**config.mk**
```make
export PLATFORM = sky130hd
export DESIGN_NAME = vector_compare_seq
export DESIGN_NICKNAME = d
export VERILOG_FILES = /design/src/rtl/vector_compare_seq.sv
export SDC_FILE = /design/constraint.sdc
export NUM_CORES = 1
export LEC_CHECK = 0
export CORE_MARGIN = 1
export CORE_UTILIZATION = 48
export DETAILED_ROUTE_END_ITERATION = 10
export GPL_TIMING_DRIVEN = 0
export PLACE_DENSITY = 0.79
export SLEW_MARGIN = 10
export SYNTH_ARGS = -nofsm -noshare
export SYNTH_HDL_FRONTEND = slang
export SYNTH_SLANG_ARGS = --single-unit
export TNS_END_PERCENT = 10
```
**constraint.sdc**
```tcl
create_clock -name CLK -period 16.33 [get_ports CLK]
set_clock_uncertainty 0.15 [all_clocks]
set_input_delay 1.633 -clock CLK [delete_from_list [all_inputs] [get_ports CLK]]
set_output_delay 1.633 -clock CLK [all_outputs]
set_load 0.05 [all_outputs]
```
**src/rtl/vector_compare_seq.sv**
```systemverilog
// Sequential lane-by-lane vector comparator: one lane per cycle, then a
// one-cycle DONE pulse with the match mask and its summary flags.
module vector_compare_seq #(
    parameter int unsigned WIDTH = 32,
    parameter int unsigned LANES = 4,
    localparam int unsigned CW = $clog2(LANES + 1)
) (
    input  logic                   CLK,
    input  logic                   RST,
    input  logic                   START,
    input  logic                   OP,
    input  logic                   ABORT,
    input  logic [WIDTH*LANES-1:0] VEC_A,
    input  logic [WIDTH*LANES-1:0] VEC_B,
    output logic                   BUSY,
    output logic                   DONE,
    output logic [LANES-1:0]       MASK,
    output logic                   ALL_MATCH,
    output logic                   ANY_MATCH,
    output logic [CW-1:0]          MATCH_COUNT
);

    localparam int unsigned IW = $clog2(LANES);
    localparam int unsigned VW = WIDTH * LANES;

    typedef enum logic [1:0] {
        S_IDLE = 2'd0,
        S_RUN  = 2'd1,
        S_FIN  = 2'd2
    } state_e;

    state_e            state_q, state_d;
    logic [VW-1:0]     a_q, a_d;
    logic [VW-1:0]     b_q, b_d;
    logic              op_q, op_d;
    logic [IW-1:0]     idx_q, idx_d;
    logic [LANES-1:0]  wmask_q, wmask_d;
    logic              busy_q, busy_d;
    logic              done_q, done_d;
    logic [LANES-1:0]  mask_q, mask_d;
    logic              all_q, all_d;
    logic              any_q, any_d;
    logic [CW-1:0]     count_q, count_d;

    logic              lane_match_c;
    logic [LANES-1:0]  final_mask_c;
    logic [CW-1:0]     final_count_c;

    // Compare the current lane and fold it into the working mask.
    always_comb begin
        lane_match_c  = (a_q[32'(idx_q) * WIDTH +: WIDTH] ==
                         b_q[32'(idx_q) * WIDTH +: WIDTH]) ^ op_q;
        final_mask_c  = wmask_q;
        final_mask_c[idx_q] = lane_match_c;
        final_count_c = '0;
        for (int i = 0; i < int'(LANES); i++) begin
            final_count_c = final_count_c + CW'(final_mask_c[i]);
        end
    end

    // Next-state and output-load logic.
    always_comb begin
        state_d = state_q;
        a_d     = a_q;
        b_d     = b_q;
        op_d    = op_q;
        idx_d   = idx_q;
        wmask_d = wmask_q;
        mask_d  = mask_q;
        all_d   = all_q;
        any_d   = any_q;
        count_d = count_q;

        unique case (state_q)
            S_IDLE: begin
                if (START) begin
                    a_d     = VEC_A;
                    b_d     = VEC_B;
                    op_d    = OP;
                    idx_d   = '0;
                    wmask_d = '0;
                    state_d = S_RUN;
                end
            end
            S_RUN: begin
                if (ABORT) begin
                    state_d = S_IDLE;
                end else begin
                    wmask_d = final_mask_c;
                    if (idx_q == IW'(LANES - 1)) begin
                        mask_d  = final_mask_c;
                        all_d   = &final_mask_c;
                        any_d   = |final_mask_c;
                        count_d = final_count_c;
                        state_d = S_FIN;
                    end else begin
                        idx_d = idx_q + IW'(1);
                    end
                end
            end
            S_FIN: begin
                state_d = S_IDLE;
            end
            default: begin
                state_d = S_IDLE;
            end
        endcase

        busy_d = (state_d == S_RUN);
        done_d = (state_d == S_FIN);
    end

    always_ff @(posedge CLK) begin
        if (RST) begin
            state_q <= S_IDLE;
            idx_q   <= '0;
            wmask_q <= '0;
            busy_q  <= 1'b0;
            done_q  <= 1'b0;
            mask_q  <= '0;
            all_q   <= 1'b0;
            any_q   <= 1'b0;
            count_q <= '0;
        end else begin
            state_q <= state_d;
            idx_q   <= idx_d;
            wmask_q <= wmask_d;
            busy_q  <= busy_d;
            done_q  <= done_d;
            mask_q  <= mask_d;
            all_q   <= all_d;
            any_q   <= any_d;
            count_q <= count_d;
        end
    end

    // Operand latches need no reset; they are only read in RUN after a capture.
    always_ff @(posedge CLK) begin
        a_q  <= a_d;
        b_q  <= b_d;
        op_q <= op_d;
    end

    assign BUSY        = busy_q;
    assign DONE        = done_q;
    assign MASK        = mask_q;
    assign ALL_MATCH   = all_q;
    assign ANY_MATCH   = any_q;
    assign MATCH_COUNT = count_q;

endmodule

```
==> reports/qor.yml, run 1 <==
p_leak_nw: 4.819
setup.worst_path.class: "reg -> reg"
synthMuxAreaShare_pct: 0.2959
n_fill_cell: 1375
syn_avg_cell_area_um2: 18.19
startpoint_type: "flop"
routed_wirelength_um: 19830
synth_top_area_share_pct: 76.05
crit_chain: "inv_2, nand2_1, nor4_1, nor4_1, a211oi_4, xnor2_1, a21oi_1, fa_1, ha_1, ha_1, nand2_1, a21oi_1"
yosysSeqAreaShare_pct: 79.80
setup_viol: 0
io_buffers: 271
synth_area_um2: 10150
drive_above_1_share_pct: 6.187
routedWlPerCell_um: 17.11
seqPwrFrac_pct: 53.0
cts_setup_buffers: 0
vias: 5624
setup_slack_ns: 12.40
post-place-cells: 1107
yosys.area_share.simple_pct: 5.524
rsz0062_at_grt: "no"
viasPerCell: 4.852
ios: 272
drv_cap: 0
clock_latency_ns: 0.53
ys_top_cells_by_area: "edfxtp_1, xnor2_1, xor2_1, dfxtp_1, nand4_1"
yosysWarnings: 0
postCtsHoldBufs: 0
stdcell_area_um2: 14280
fin_cells: 1159
relSlewSlack_pct: 37.68
rows: 52
diodes: 0
synth-seq-cells: 276
fin_nets: 1137
fp.dieArea_um2: 21730
clk_path_buf_depth: 3
h-tree-depth: 1
peakVddDrop_v: 0.00009521
die_x_um: 147.4
die_h_um: 147.4
syn_inst: 558
sw_frac_of_total_pct: 19.68
finalMaxSlewViolations: 0
drt-initial-drc-count: 257
async_flop_share_pct: 0
critical-path-top-delay-family: "simple AND/OR/NAND/NOR gates"
cp_max_fo: 9
grt_max_degree: 36
syn_nets: 828
gp_congestion: 0.7888
design.core.area_um2: 20490
track_usage_pct: 18.56
p_int_mw: 1.274
cp-end-kind: "flop"
clkPwrFrac_pct: 38.8
grt_pass1_vias: 6003
synth-adder-area-share_pct: 1.184
powerDensity_nw_per_um2: 111.1
synthFlopType: "edfxtp_1"
hold_path.class: "reg -> reg"
numCtsBuffers: 28
power.switching_mw: 0.3121
area_growth_pct: 40.74
status: "finished clean"
dpl-instance-area_um2: 13370
synth_compound_area_share_pct: 1.763
synth_top_family_by_area: "XOR/XNOR gates"
numClockSinks: 276
grt_pass1_wl_um: 30590
initial_core_util_pct: 49.51
synth-edff-count: 257
crit_buf_inv: 1
dp_slack_ns: 11.87
ant_nets: 0
comb_power_share_pct: 8.2
synth_top_area_cell: "edfxtp_1"
firstDrtPassIters: 4
cts_root_buffer: "clkbuf_16"
cts_tree: "built"
r2r_slack_ns: 12.40
antenna_found_initial: 0
fmax_mhz: 254.7
cp.arrival_ns: 4.18
dp_hpwl_um: 15060
slowest_delay_ns: 0.67
cp.required_ns: 16.58
tightest_slew_ns: 0.9325
timing.final.crit_share_pct: 24.04
cts_resized: 0
hold_viol: 0
synthXorXnorAreaFrac_pct: 11.13
grt-ovfl-total: 0
drc: 0
period_needed_ns: 3.926
yosysUniqueCellTypes: 34
crit_slowest_cell: "nor4_1"
clkTransAtPathRegs_ns: 0.06
==> path summary, 6_finish.rpt <==
| kind | cells past startpoint | from | endpoint |
|---|---|---|---|
| setup / recovery | 12 | idx_q[0]$_SDFFE_PP0P_ | MATCH_COUNT[1]$_SDFFE_PP0P_ |
| hold / removal | 2 | wmask_q[0]$_SDFFE_PP0P_ | wmask_q[0]$_SDFFE_PP0P_ |
| setup reg to reg | 12 | idx_q[0]$_SDFFE_PP0P_ | MATCH_COUNT[1]$_SDFFE_PP0P_ |
| hold reg to reg | 2 | wmask_q[0]$_SDFFE_PP0P_ | wmask_q[0]$_SDFFE_PP0P_ |
==> logic make-up (layout without fill, tap and decap cells) <==
| family | Yosys count | count (layout) |
|---|---|---|
| AO/OA/AOI/OAI | 26 | 26 |
| buffers and inverters | 8 | 339 |
| flip-flops | 276 | 276 |
| XOR/XNOR | 129 | 129 |
| AND/OR/NAND/NOR | 107 | 107 |
| multiplexers | 3 | 3 |
| adder cells (fa/ha/maj) | 9 | 9 |
==> cells in the final DEF, fill, tap and decap left out, drive strengths merged <==
| master | count |
|---|---|
| and2 | 1 |
| clkinv | 10 |
| or4b | 1 |
| o32ai | 1 |
| nand2 | 19 |
| o41ai | 4 |
| fa | 1 |
| dfxtp | 19 |
| mux2i | 3 |
| nand2b | 6 |
| nor3 | 6 |
| nor2b | 3 |
| ha | 8 |
| bufinv | 1 |
| xnor2 | 83 |
| o21ai | 8 |
| a21oi | 7 |
| buf | 8 |
| clkbuf | 45 |
| nor4 | 17 |
| nor2 | 21 |
| nand3b | 4 |
| edfxtp | 257 |
| o221ai | 1 |
| or3 | 1 |
| or2 | 3 |
| clkdlybuf4s50 | 271 |
| nand4 | 17 |
| a211oi | 3 |
| xor2 | 46 |
| o31a | 1 |
| inv | 4 |
| nand3 | 8 |
| o31ai | 1 |
==> cell usage after synthesis, drive strengths merged (6+ instances only) <==
cell,count
o21ai,8
nand4,17
nand2,19
edfxtp,257
dfxtp,19
nor2,21
xnor2,83
ha,8
a21oi,7
nand3,8
nor3,6
xor2,46
nand2b,6
nor4,17
==> power by group through the flow <==
stage               clock [mW]  combinational (mW)  sequential, mW
CTS                      0.632               0.132           0.841
finish                   0.616               0.130           0.840
global route             0.660               0.141           0.843
floorplan                    0              0.0481           0.869
global placement             0               0.120           0.875
detailed placement           0               0.131           0.855
==> metrics by stage <==
step / hold slack [ns] / setup TNS [ns] / utilization, % / total power, mW
final: 0.2999 / 0 / 69.68 / 1.586
after global routing: 0.3259 / 0 / 69.68 / 1.644
after CTS: 0.3033 / 0 / 69.68 / 1.605
after detailed placement: 0.2915 / 0 / 65.25 / 0.9868
after global placement: 0.2876 / -208.28 / 64.40 / 0.9947
after floorplan: 0.2751 / 0 / - / 0.9168
==> sequential cells by signal (all words and copies together) (netlist names) <==
| register | cells |
|---|---|
| ALL_MATCH | 1 |
| ANY_MATCH | 1 |
| BUSY | 1 |
| DONE | 1 |
| MASK | 4 |
| MATCH_COUNT | 3 |
| a_q | 128 |
| b_q | 128 |
| idx_q | 2 |
| op_q | 1 |
| state_q | 2 |
| wmask_q | 4 |
==> tightest hold or removal path: stages, from the launching register on <==
cell     delay [ns]
dfxtp_1        0.31
nand2_1        0.05
o21ai_1        0.05
==> final cells by class <==
class | count | area (um2) | share of cell area [%]
inverter | 4 | 15.01 | 0.1051
multi-input combinational | 274 | 2027 | 14.19
sequential | 276 | 8098 | 56.70
clock inverter | 11 | 76.32 | 0.5344
tap | 270 | 337.8 | 2.366
clock buffer | 41 | 832.0 | 5.826
timing repair buffer | 279 | 2880 | 20.17
buffer | 4 | 15.01 | 0.1051
==> routing by layer <==
metal	up-vias	GRT usage, %	share of wire (%)	wire length, um
li1	2715	-	-	-
met1	2639	20.99	36	7129
met2	229	33.28	52	10240
met3	41	5.556	9.6	1906
met4	0	6.443	2.8	552
met5	-	0	0	0
Power figures use the tool's default switching activity.
==> run 2: changes to the inputs <==
--- a/config.mk
+++ b/config.mk
@@ -6,10 +6,10 @@
 export NUM_CORES = 1
 export LEC_CHECK = 0
 export CORE_MARGIN = 1
-export CORE_UTILIZATION = 48
+export CORE_UTILIZATION = 44
 export DETAILED_ROUTE_END_ITERATION = 10
 export GPL_TIMING_DRIVEN = 0
-export PLACE_DENSITY = 0.79
+export PLACE_DENSITY = 0.77
 export SLEW_MARGIN = 10
 export SYNTH_ARGS = -nofsm -noshare
 export SYNTH_HDL_FRONTEND = slang
==> constraint.sdc (replaced) <==
create_clock -name CLK -period 3.5 [get_ports CLK]
set_clock_uncertainty 0.15 [all_clocks]
set_input_delay 0.35 -clock CLK [delete_from_list [all_inputs] [get_ports CLK]]
set_output_delay 0.35 -clock CLK [all_outputs]
set_load 0.05 [all_outputs]
==> reports/qor.yml, run 2 (synthesized netlist as in run 1, its figures left out) <==
status: "finished clean"
cts_root_buffer: "clkbuf_16"
use_met1_pct: 19.12  # -1.9 points
drive_above_1_share_pct: 7.658  # +1.5 points
hold_path.startpoint: "VEC_B[66]"
powerDensity_nw_per_um2: 507.4  # +360%
vias: 5601  # -0.41%
endpoint: "MATCH_COUNT[1]$_SDFFE_PP0P_"
reg2reg_depth: 13  # +1
ant_nets: 0  # unchanged
final_common_cell: "clkdlybuf4s50_1"
startpoint: "a_q[13]$_DFFE_PP_"
hold_viol: 0  # unchanged
fin_cells: 1173  # +1.2%
crit_buf_inv: 1  # unchanged
dp_slack_ns: -0.5274  # -12.40 ns
rows: 55  # +5.8%
cp_common_cell: "ha_1"
fmax_mhz: 289.4  # +14%
hold_path.class: "in -> reg"
clk_path_buf_depth: 3  # unchanged
cp_max_fo: 4  # -5
cp.depth: 13  # +1
grt_pass1_vias: 5864  # -2.3%
initial_core_util_pct: 44.82  # -4.7 points
ios: 272  # unchanged
grt-ovfl-total: 0  # unchanged
timing.final.crit_share_pct: 98.74  # +75 points
n_fill_cell: 1606  # +17%
peakVddDrop_v: 0.0004144  # +340%
grt_pass1_wl_um: 30240  # -1.2%
routed_wirelength_um: 19830  # about the same
slowest_delay_ns: 0.48  # -0.19 ns
diodes: 0  # unchanged
setup_slack_ns: 0.04417  # -12.36 ns
tightest_slew_ns: 0.6407  # -0.2918 ns
area_growth_pct: 42.18
crit_chain: "xor2_1, nor4_2, nand4_1, o31a_1, a211oi_4, buf_6, mux2i_4, nor2_2, fa_1, ha_1, ha_1, nand2_1, a21oi_2"
r2r_slack_ns: 0.04  # -12.36 ns
setup_viol: 0  # unchanged
die_x_um: 153.9  # +4.4%
p_total_mw: 7.321  # +360%
routedWlPerCell_um: 16.91  # -1.2%
cts_tree: "built"
startpoint_type: "flop"
cp.arrival_ns: 3.69  # -0.49 ns
layout_common_cells: "clkdlybuf4s50_1, edfxtp_1, xnor2_1"
clock_latency_ns: 0.53  # about the same
fin_nets: 1141  # +0.35%
clkTransAtPathRegs_ns: 0.06  # about the same
antenna_found_initial: 0  # unchanged
design.core.area_um2: 22640  # +10%
top_usage_layer: "met2"
track_usage_pct: 16.70  # -1.9 points
firstDrtPassIters: 4  # unchanged
numCtsBuffers: 28  # unchanged
grt_max_degree: 33  # -8.3%
dp_hpwl_um: 14710  # -2.3%
use_met2_pct: 30.09  # -3.2 points
die_h_um: 153.9  # +4.4%
r2r_start: "a_q[13]$_DFFE_PP_"
h-tree-depth: 1  # unchanged
relSlewSlack_pct: 57.18  # +19 points
fin_setup_tns_ns: 0  # unchanged
numClockSinks: 276  # unchanged
critical-path-top-delay-family: "adder cells"
cp.required_ns: 3.74  # -12.84 ns
p_leak_nw: 4.846  # +0.56%
drv_cap: 0  # unchanged
top_regs: "a_q x128, b_q x128"
crit_slowest_cell: "fa_1"
drt-initial-drc-count: 205  # -20%
gp_congestion: 0.7709  # -2.3%
r2r_end: "MATCH_COUNT[1]$_SDFFE_PP0P_"
cp-end-kind: "flop"
io_buffers: 271  # unchanged
finalMaxSlewViolations: 0  # unchanged
post-place-cells: 1123  # +1.4%
viasPerCell: 4.775  # -1.6%
drc: 0  # unchanged
grt.met3_usage_pct: 4.989  # -0.57 points
fp.dieArea_um2: 23670  # +9.0%
rsz0062_at_grt: "yes"
setup.worst_path.class: "reg -> reg"
period_needed_ns: 3.456  # -0.4706 ns
[run 2: changes by cell type in the layout (fill, tap and decap cells not counted), sizes merged]
cell / previous run / this run
clkinv: 10 / 9
buf: 8 / 12
bufinv: 1 / 2
clkbuf: 45 / 40
[run 2: worst register-to-register path, cell delays in order (launching register included)]
cell,delay [ns]
edfxtp_1,0.38
xor2_1,0.18
nor4_2,0.34
nand4_1,0.16
o31a_1,0.33
a211oi_4,0.23
buf_6,0.17
mux2i_4,0.25
nor2_2,0.08
fa_1,0.48
ha_1,0.19
ha_1,0.27
nand2_1,0.07
a21oi_2,0.05
[run 2: worst min path at each step]
stage / end / slack, ns / cells after the start
2_1_floorplan: wmask_q[3]$_SDFFE_PP0P_ / 0.28 / 2
5_1_grt: a_q[90]$_DFFE_PP_ / 0.20 / 1
3_3_place_gp: wmask_q[3]$_SDFFE_PP0P_ / 0.28 / 2
6_report: b_q[66]$_DFFE_PP_ / 0.22 / 1
3_5_place_dp: wmask_q[3]$_SDFFE_PP0P_ / 0.29 / 2
4_1_cts: a_q[98]$_DFFE_PP_ / 0.19 / 1
[run 2: metrics by stage]
stage | cell area (um2) | util (%) | hold WS (ns)
after floorplan | 10160 | - | 0.2751
after global placement | 13230 | 58.44 | 0.2842
after detailed placement | 13440 | 59.37 | 0.2919
after CTS | 14410 | 63.63 | 0.1925
after global routing | 14430 | 63.72 | 0.1970
final | 14430 | 63.72 | 0.2235
[run 2: cell type report]
cell class / count / area, um2 / area share (%)
Inverter: 4 / 15.01 / 0.1041
Tap cell: 285 / 356.6 / 2.472
Clock inverter: 11 / 97.59 / 0.6764
Buffer: 4 / 15.01 / 0.1041
Timing Repair Buffer: 283 / 2949 / 20.44
Clock buffer: 36 / 752.0 / 5.212
Multi-Input combinational cell: 274 / 2143 / 14.86
Sequential cell: 276 / 8099 / 56.14
[run 2: routing by layer]
metal / wire length [um] / vias up
met4: 487 / 0
met2: 10130 / 210
met5: 0 / -
li1: - / 2719
met3: 1715 / 32
met1: 7494 / 2640
[run 2: power breakdown]
group          internal, mW  switching, mW  leakage, nW
combinational         0.405          0.225         1.81
sequential             3.84         0.0799         2.62
clock                  1.64           1.13        0.415
total                  5.88           1.44         4.85
[run 2: timing repair]
item                                    4_1_cts  5_1_grt
pin swaps                                     7        3
hold buffers                                  0        0
gates resized for setup                      17        3
setup buffers                                 3        0
endpoints found under the hold margin         0        0
endpoints found under the setup margin        4        2
==> run 3: changes to the inputs <==
--- a/config.mk
+++ b/config.mk
@@ -5,11 +5,15 @@
 export SDC_FILE = /design/constraint.sdc
 export NUM_CORES = 1
 export LEC_CHECK = 0
+export CELL_PAD_IN_SITES_DETAIL_PLACEMENT = 1
+export CELL_PAD_IN_SITES_GLOBAL_PLACEMENT = 1
 export CORE_MARGIN = 1
-export CORE_UTILIZATION = 44
+export CORE_UTILIZATION = 36
 export DETAILED_ROUTE_END_ITERATION = 10
 export GPL_TIMING_DRIVEN = 0
-export PLACE_DENSITY = 0.77
+export PLACE_DENSITY_LB_ADDON = 0.1
+export REMOVE_ABC_BUFFERS = 1
+export SKIP_LAST_GASP = 1
 export SLEW_MARGIN = 10
 export SYNTH_ARGS = -nofsm -noshare
 export SYNTH_HDL_FRONTEND = slang
==> reports/qor.yml, run 3 (synthesized netlist as in run 1, its figures left out) <==
top_usage_layer: "met2"
violations: "negative setup slack"
dp_slack_ns: -0.5966  # -0.06926 ns
critical-path-top-delay-family: "adder cells"
top_regs: "a_q x128, b_q x128"
antenna_found_initial: 4  # +4
fin_nets: 1138  # -0.26%
tightest_slew_ns: 0.7356  # +0.09487 ns
firstDrtPassIters: 4  # unchanged
final_common_cell: "clkdlybuf4s50_1"
drc: 0  # unchanged
grt_pass1_wl_um: 33490  # +11%
setup_slack_ns: -0.03200  # -0.07617 ns
initial_core_util_pct: 36.52  # -8.3 points
crit_chain: "xor2_1, nor4_2, nand4_1, o31a_1, a211oi_4, buf_6, mux2i_4, nor2_4, fa_1, ha_2, ha_4, nand2_1, a21oi_2"
hold_path.class: "in -> reg"
rsz0062_at_grt: "yes"
status: "finished with violations"
setup.worst_path.class: "reg -> reg"
peakVddDrop_v: 0.0003600  # -13%
viasPerCell: 4.438  # -7.1%
finalMaxSlewViolations: 0  # unchanged
fin_cells: 1269  # +8.2%
drt-initial-drc-count: 230  # +12%
r2r_start: "b_q[24]$_DFFE_PP_"
fmax_mhz: 283.1  # -2.2%
cp.arrival_ns: 3.85  # +0.16 ns
die_h_um: 169.9  # +10%
track_usage_pct: 15.46  # -1.2 points
powerDensity_nw_per_um2: 516.9  # +1.9%
ant_nets: 0  # unchanged
hold_viol: 0  # unchanged
rows: 61  # +11%
routed_wirelength_um: 22600  # +14%
numCtsBuffers: 31  # +11%
p_leak_nw: 4.835  # -0.22%
postCtsHoldBufs: 0  # unchanged
gp_congestion: 0.7590  # -1.5%
fp.dieArea_um2: 28860  # +22%
setup_viol: 1  # +1
reg2reg_depth: 13  # unchanged
grt.met3_usage_pct: 4.860  # -0.13 points
post-place-cells: 1211  # +7.8%
hold_path.startpoint: "VEC_B[78]"
cts_root_buffer: "clkbuf_16"
clkTransAtPathRegs_ns: 0.06  # about the same
grt-ovfl-total: 0  # unchanged
cp_max_fo: 4  # unchanged
clk_path_buf_depth: 3  # unchanged
cp.depth: 13  # unchanged
ios: 272  # unchanged
crit_slowest_cell: "fa_1"
numClockSinks: 276  # unchanged
drive_above_1_share_pct: 7.987  # +0.33 points
drv_cap: 0  # unchanged
relSlewSlack_pct: 50.81  # -6.4 points
period_needed_ns: 3.532  # +0.07617 ns
dp_hpwl_um: 17100  # +16%
p_total_mw: 7.524  # +2.8%
hold_depth: 1  # unchanged
area_growth_pct: 43.45
use_met1_pct: 16.84  # -2.3 points
grt_pass1_vias: 6273  # +7.0%
cts_tree: "built"
timing.final.crit_share_pct: 100.9  # +2.2 points
design.core.area_um2: 27780  # +23%
routedWlPerCell_um: 17.81  # +5.3%
layout_common_cells: "clkdlybuf4s50_1, edfxtp_1, xnor2_1"
die_x_um: 169.9  # +10%
cp-end-kind: "flop"
vias: 5632  # +0.55%
grt_max_degree: 37  # +12%
clock_latency_ns: 0.55  # +0.02 ns
io_buffers: 271  # unchanged
startpoint: "b_q[24]$_DFFE_PP_"
crit_buf_inv: 1  # unchanged
cp.required_ns: 3.82  # +0.08 ns
h-tree-depth: 1  # unchanged
slowest_delay_ns: 0.46  # -0.02 ns
startpoint_type: "flop"
use_met2_pct: 28.40  # -1.7 points
## run 3: area by class of cell
class | instances | area [um2]
antenna | 2 | 5.005
timing repair buffer | 281 | 2892
sequential | 276 | 8099
clock inverter | 17 | 127.6
multi-input combinational | 274 | 2147
tap | 378 | 473.0
clock buffer | 37 | 798.3
fill | 2715 | 13230
inverter | 4 | 15.01
## run 3: stage by stage
stage	setup TNS (ns)	hold WS, ns	area [um2]	util (%)
6_report	-0.03200	0.2022	14560	52.40
5_1_grt	-0.4538	0.1733	14550	52.39
4_1_cts	-0.1488	0.1715	14550	52.36
3_5_place_dp	-1.694	0.3056	13490	48.54
3_3_place_gp	-3149.16	0.2877	13320	47.94
2_1_floorplan	-2220.96	0.2691	10130	-
## run 3: path summary, 6_finish.rpt
check,end,slack [ns]
setup reg to reg,MATCH_COUNT[1]$_SDFFE_PP0P_,-0.03
setup / recovery,MATCH_COUNT[1]$_SDFFE_PP0P_,-0.03
hold / removal,b_q[78]$_DFFE_PP_,0.20
hold reg to reg,MATCH_COUNT[2]$_SDFFE_PP0P_,0.31
## run 3: layer usage
| metal | wire length [um] | share of wire, % |
|---|---|---|
| met4 | 617 | 2.7 |
| met1 | 8488 | 38 |
| met3 | 1609 | 7.1 |
| met2 | 11860 | 52 |
| met5 | 22 | 0.097 |
## run 3: what timing repair did
action / in CTS / in global routing
buffers inserted: 2 / 0
pin swaps: 8 / 3
endpoints found under the setup margin: 4 / 3
gates resized for setup: 21 / 1
## run 3: worst register-to-register path: cells and delay by family, from the launching register on
| family | cells | cell delay [ns] |
|---|---|---|
| AO/OA/AOI/OAI | 3 | 0.66 |
| XOR/XNOR | 1 | 0.18 |
| AND/OR/NAND/NOR | 4 | 0.69 |
| multiplexers | 1 | 0.30 |
| flip-flops | 1 | 0.38 |
| buffers and inverters | 1 | 0.18 |
| adder cells (fa/ha/maj) | 3 | 0.91 |
## run 3: power by group
group          switching (mW)  internal, mW
Combinational           0.228         0.396
Clock                    1.23          1.75
Sequential             0.0829          3.84
